File: src/rtl/traffic_seq.sv
// Highway / farm-road traffic light sequencer with a tick prescaler,
// farm-road demand latch and per-state countdown timer.
module traffic_seq #(
  parameter int MIN_HG = 15,
  parameter int YEL    = 4,
  parameter int MAX_FG = 10,
  parameter int PRESC  = 16
) (
  input  logic       CK,
  input  logic       CLR,
  input  logic       FM,
  input  logic       TEST,
  output logic       GRN1,
  output logic       YLW1,
  output logic       RED1,
  output logic       GRN2,
  output logic       YLW2,
  output logic       RED2,
  output logic [1:0] STATE,
  output logic [3:0] TMR
);

  typedef enum logic [1:0] {
    HG = 2'b00,
    HY = 2'b01,
    FG = 2'b10,
    FY = 2'b11
  } state_e;

  localparam logic [3:0] HG_LD  = 4'(MIN_HG - 1);
  localparam logic [3:0] YEL_LD = 4'(YEL - 1);
  localparam logic [3:0] FG_LD  = 4'(MAX_FG - 1);
  localparam logic [3:0] PC_TOP = 4'(PRESC - 1);

  state_e     state_q, state_d;
  logic [3:0] tmr_q, tmr_d;
  logic [3:0] pcnt_q, pcnt_d;
  logic       dem_q, dem_d;
  logic       fml_q, fml_d;
  logic       tick;
  logic       tmr_zero;

  always_ff @(posedge CK or posedge CLR) begin
    if (CLR) begin
      state_q <= HG;
      tmr_q   <= HG_LD;
      pcnt_q  <= '0;
      dem_q   <= 1'b0;
      fml_q   <= 1'b0;
    end else begin
      state_q <= state_d;
      tmr_q   <= tmr_d;
      pcnt_q  <= pcnt_d;
      dem_q   <= dem_d;
      fml_q   <= fml_d;
    end
  end

  // Prescaler is parked at 0 in fast mode so normal timing restarts cleanly.
  always_comb begin
    pcnt_d = pcnt_q;
    tick   = 1'b0;
    if (TEST) begin
      pcnt_d = '0;
      tick   = 1'b1;
    end else if (pcnt_q == PC_TOP) begin
      pcnt_d = '0;
      tick   = 1'b1;
    end else begin
      pcnt_d = pcnt_q + 4'd1;
    end
  end

  assign fml_d    = FM;
  assign tmr_zero = (tmr_q == 4'd0);

  always_comb begin
    state_d = state_q;
    tmr_d   = tmr_q;
    if (tick) begin
      unique case (state_q)
        HG: if (tmr_zero && dem_q) begin
              state_d = HY;
              tmr_d   = YEL_LD;
            end
        HY: if (tmr_zero) begin
              state_d = FG;
              tmr_d   = FG_LD;
            end
        // Farm green ends early as soon as the farm road is empty.
        FG: if (tmr_zero || !fml_q) begin
              state_d = FY;
              tmr_d   = YEL_LD;
            end
        FY: if (tmr_zero) begin
              state_d = HG;
              tmr_d   = HG_LD;
            end
        default: ;
      endcase
      if (state_d == state_q && !tmr_zero) tmr_d = tmr_q - 4'd1;
    end
  end

  always_comb begin
    dem_d = dem_q;
    if (fml_q && (state_q == HG || state_q == HY)) dem_d = 1'b1;
    if (state_d == FG && state_q != FG) dem_d = 1'b0;
  end

  assign STATE = state_q;
  assign TMR   = tmr_q;
  assign GRN1  = (state_q == HG);
  assign YLW1  = (state_q == HY);
  assign RED1  = (state_q == FG) || (state_q == FY);
  assign GRN2  = (state_q == FG);
  assign YLW2  = (state_q == FY);
  assign RED2  = (state_q == HG) || (state_q == HY);

endmodule

File: config.mk
export PLATFORM = sky130hd
export DESIGN_NAME = traffic_seq
export DESIGN_NICKNAME = d
export VERILOG_FILES = /design/src/rtl/traffic_seq.sv
export SDC_FILE = /design/constraint.sdc
export NUM_CORES = 1
export LEC_CHECK = 0
export ABC_AREA = 0
export CAP_MARGIN = 15
export CORE_MARGIN = 2
export CORE_UTILIZATION = 46
export DETAILED_ROUTE_END_ITERATION = 10
export HOLD_SLACK_MARGIN = 0.05
export PLACE_DENSITY = 0.77
export SETUP_SLACK_MARGIN = 0.05
export SLEW_MARGIN = 15
export SYNTH_ARGS = -nofsm -noshare
export SYNTH_HDL_FRONTEND = slang
export SYNTH_SLANG_ARGS = --single-unit
export TNS_END_PERCENT = 10
File: constraint.sdc
create_clock -name CK -period 2 [get_ports CK]
set_input_delay 0.2 -clock CK [delete_from_list [all_inputs] [get_ports CK]]
set_output_delay 0.2 -clock CK [all_outputs]
set_load 0.1 [all_outputs]
==> results.json <==
{
  "routed_via_density": 5.779,
  "drc_errors": 0,
  "synth_nets": 70,
  "dieArea_sq_mm": 0.001722,
  "synth_cells": 64,
  "insertion_delay_ps": 280,
  "period_needed_ps": 1758,
  "antenna_found_initial": 0,
  "h-tree-depth": 1,
  "groute.usage.overall": 0.1772,
  "post_cts_resized": 0,
  "clock.fmax_mhz": 568.8,
  "gp_congestion": 0.8675,
  "crit_fanout": 7,
  "grt_max_degree": 13,
  "hold_path.class": "in -> async",
  "port_buffers": 15,
  "post-route-period-util": 0.8791,
  "synth_edf_count": 0,
  "rows": 13,
  "vias": 549,
  "slew-limit-headroom": 0.6789,
  "antenna_cells": 0,
  "final_area_sq_um": 878.3,
  "drtIter0Drc": 20,
  "hold_viol_final": 0,
  "status": "completed",
  "finClkSkew_ps": 3.439,
  "r2r_start": "TMR[0]",
  "ys.flop_type": "dfrtp_1",
  "nNetsFinal": 87,
  "end_kind": "flop",
  "reg2reg_depth": 6,
  "drive_above_1_share": 0.3750,
  "area_growth_pct": 35.78,
  "worstMarginPinSlew_ps": 479.4,
  "postRouteAntennaNets": 0,
  "ys_ff_latch": 12,
  "setup_violations": 0,
  "avgSynthCellArea_sq_um": 10.11,
  "cts_buffers": 3,
  "yosys_warnings": 0,
  "endpoint": "TMR[0]",
  "grt_pass1_vias": 506,
  "cap_violations": 0,
  "path_clk_slew_ps": 80,
  "wire_per_inst_um": 14.27,
  "crit_required_ps": 2140,
  "cts_setup_buffers": 0,
  "synthArstFlopShare": 1.000,
  "placed_area_sq_um": 842.1,
  "die_y_um": 41.50,
  "first_pass_iters": 4,
  "initial_utilization": 0.4971,
  "crit_type": "reg -> reg",
  "cts_tree": "yes",
  "clk_path_buf_depth": 2,
  "synth-seq-area-share": 0.4700,
  "cp-start-kind": "flop",
  "ctsHoldBuffers": 0,
  "core-area_sq_mm": 0.001301,
  "report.final.slew_viol_count": 0,
  "rsz0062_at_grt": "false",
  "clock_sinks": 12,
  "grt_pass1_wl_um": 2277,
  "boundaryPins": 16,
  "grt_overflow": 0,
  "reg2reg_to": "TMR[0]",
  "reg2reg_slack_ps": 240,
  "synth_cell_types": 30,
  "dp_hpwl_um": 979.6,
  "mappedNetlistArea_sq_um": 646.9,
  "worstSetupStartpoint": "TMR[0]",
  "cp.arrival_ps": 1900,
  "die_x_um": 41.50,
  "wl_um": 1356,
  "root_buffer": "clkbuf_4"
}
## cell families (layout without fill, tap and decap cells)
group           Yosys count  count (layout)  synth area share
compound gates           20              20            0.1857
simple gates             19              19            0.1915
flops                    12              12            0.4700
buf+inv                   7              23           0.05802
xor+xnor                  3               3           0.04063
fa+ha+maj                 2               2           0.03868
mux                       1               1           0.01547
## routing by layer
| layer | share of wire | GRT usage |
|---|---|---|
| met1 | 0.44 | 0.2288 |
| met3 | 0.059 | 0.05217 |
| met5 | 0 | 0 |
| met4 | 0.019 | 0.09677 |
| met2 | 0.48 | 0.2656 |
## stage by stage
stage                     hold slack [ps]  TNS [ps]  cells    util  setup slack, ps
after floorplan                     62.44    -115.5     64       -           -115.5
after global placement              455.7         0     91  0.6471            380.9
after detailed placement            464.5         0     91  0.6471            329.3
after CTS                           226.0         0     95  0.6750            255.0
after global routing                270.5         0     95  0.6750            129.7
final                               214.2         0     95  0.6750            241.8
## worst min path at each step
stage / startpoint / endpoint / slack (ps) / depth (start not counted)
6_report: CLR / pcnt_q[3] / 210 / 2
3_5_place_dp: pcnt_q[0] / pcnt_q[0] / 460 / 1
4_1_cts: CLR / pcnt_q[3] / 230 / 2
3_3_place_gp: pcnt_q[0] / pcnt_q[0] / 460 / 1
5_1_grt: CLR / pcnt_q[3] / 270 / 2
2_1_floorplan: CLR / dem_q / 60 / 1
## critical path, cell delays in order, from the launching register on
cell and delay [ps]:
dfrtp_2 440, inv_1 110, ha_1 230, nor3b_4 350, a21oi_1 200, o21bai_1 210
a31oi_1 80
## final cells by class
class                           instances  area (sq um)
Clock buffer                            4         36.28
Fill cell                             106         422.9
Inverter                                4         18.77
Multi-Input combinational cell         45         324.1
Sequential cell                        12         310.3
Tap cell                               15         18.77
Timing Repair Buffer                   15         170.2
## cell usage after synthesis, types with 2 or more instances
| cell | count | area, sq um |
|---|---|---|
| xnor2_1 | 2 | 17.52 |
| o21ai_1 | 2 | 10.01 |
| ha_1 | 2 | 25.02 |
| dfrtp_1 | 9 | 225.2 |
| inv_1 | 4 | 15.01 |
| dfstp_2 | 3 | 78.83 |
| nor3b_1 | 2 | 15.01 |
| nor2_1 | 5 | 18.77 |
| nor3_1 | 2 | 10.01 |
| a21oi_1 | 6 | 30.03 |
| o21ai_0 | 4 | 20.02 |
| a31oi_1 | 3 | 18.77 |
| nor2b_1 | 2 | 12.51 |
| nand3_1 | 2 | 10.01 |
## cell usage in the layout (no fill, tap or decap), types with 2 or more instances in the layout
| cell | instances |
|---|---|
| a21oi_1 | 6 |
| clkbuf_4 | 3 |
| xnor2_1 | 2 |
| nand3_1 | 2 |
| buf_12 | 4 |
| clkdlybuf4s50_1 | 3 |
| o21ai_0 | 4 |
| dfrtp_2 | 2 |
| ha_1 | 2 |
| nor2_1 | 3 |
| nor3b_1 | 2 |
| dfstp_2 | 3 |
| a31oi_1 | 3 |
| dfrtp_1 | 6 |
| inv_1 | 3 |
| nor3_1 | 2 |
| buf_4 | 8 |
| o21ai_1 | 2 |
## flip-flops by register name, indices dropped and copies added, names as in the netlist
| register | flops |
|---|---|
| dem_q | 1 |
| fml_q | 1 |
| STATE | 2 |
| pcnt_q | 4 |
| TMR | 4 |
Power is not shown: default switching activity piles up to over one toggle a cycle in this logic, so the estimate is an artifact.
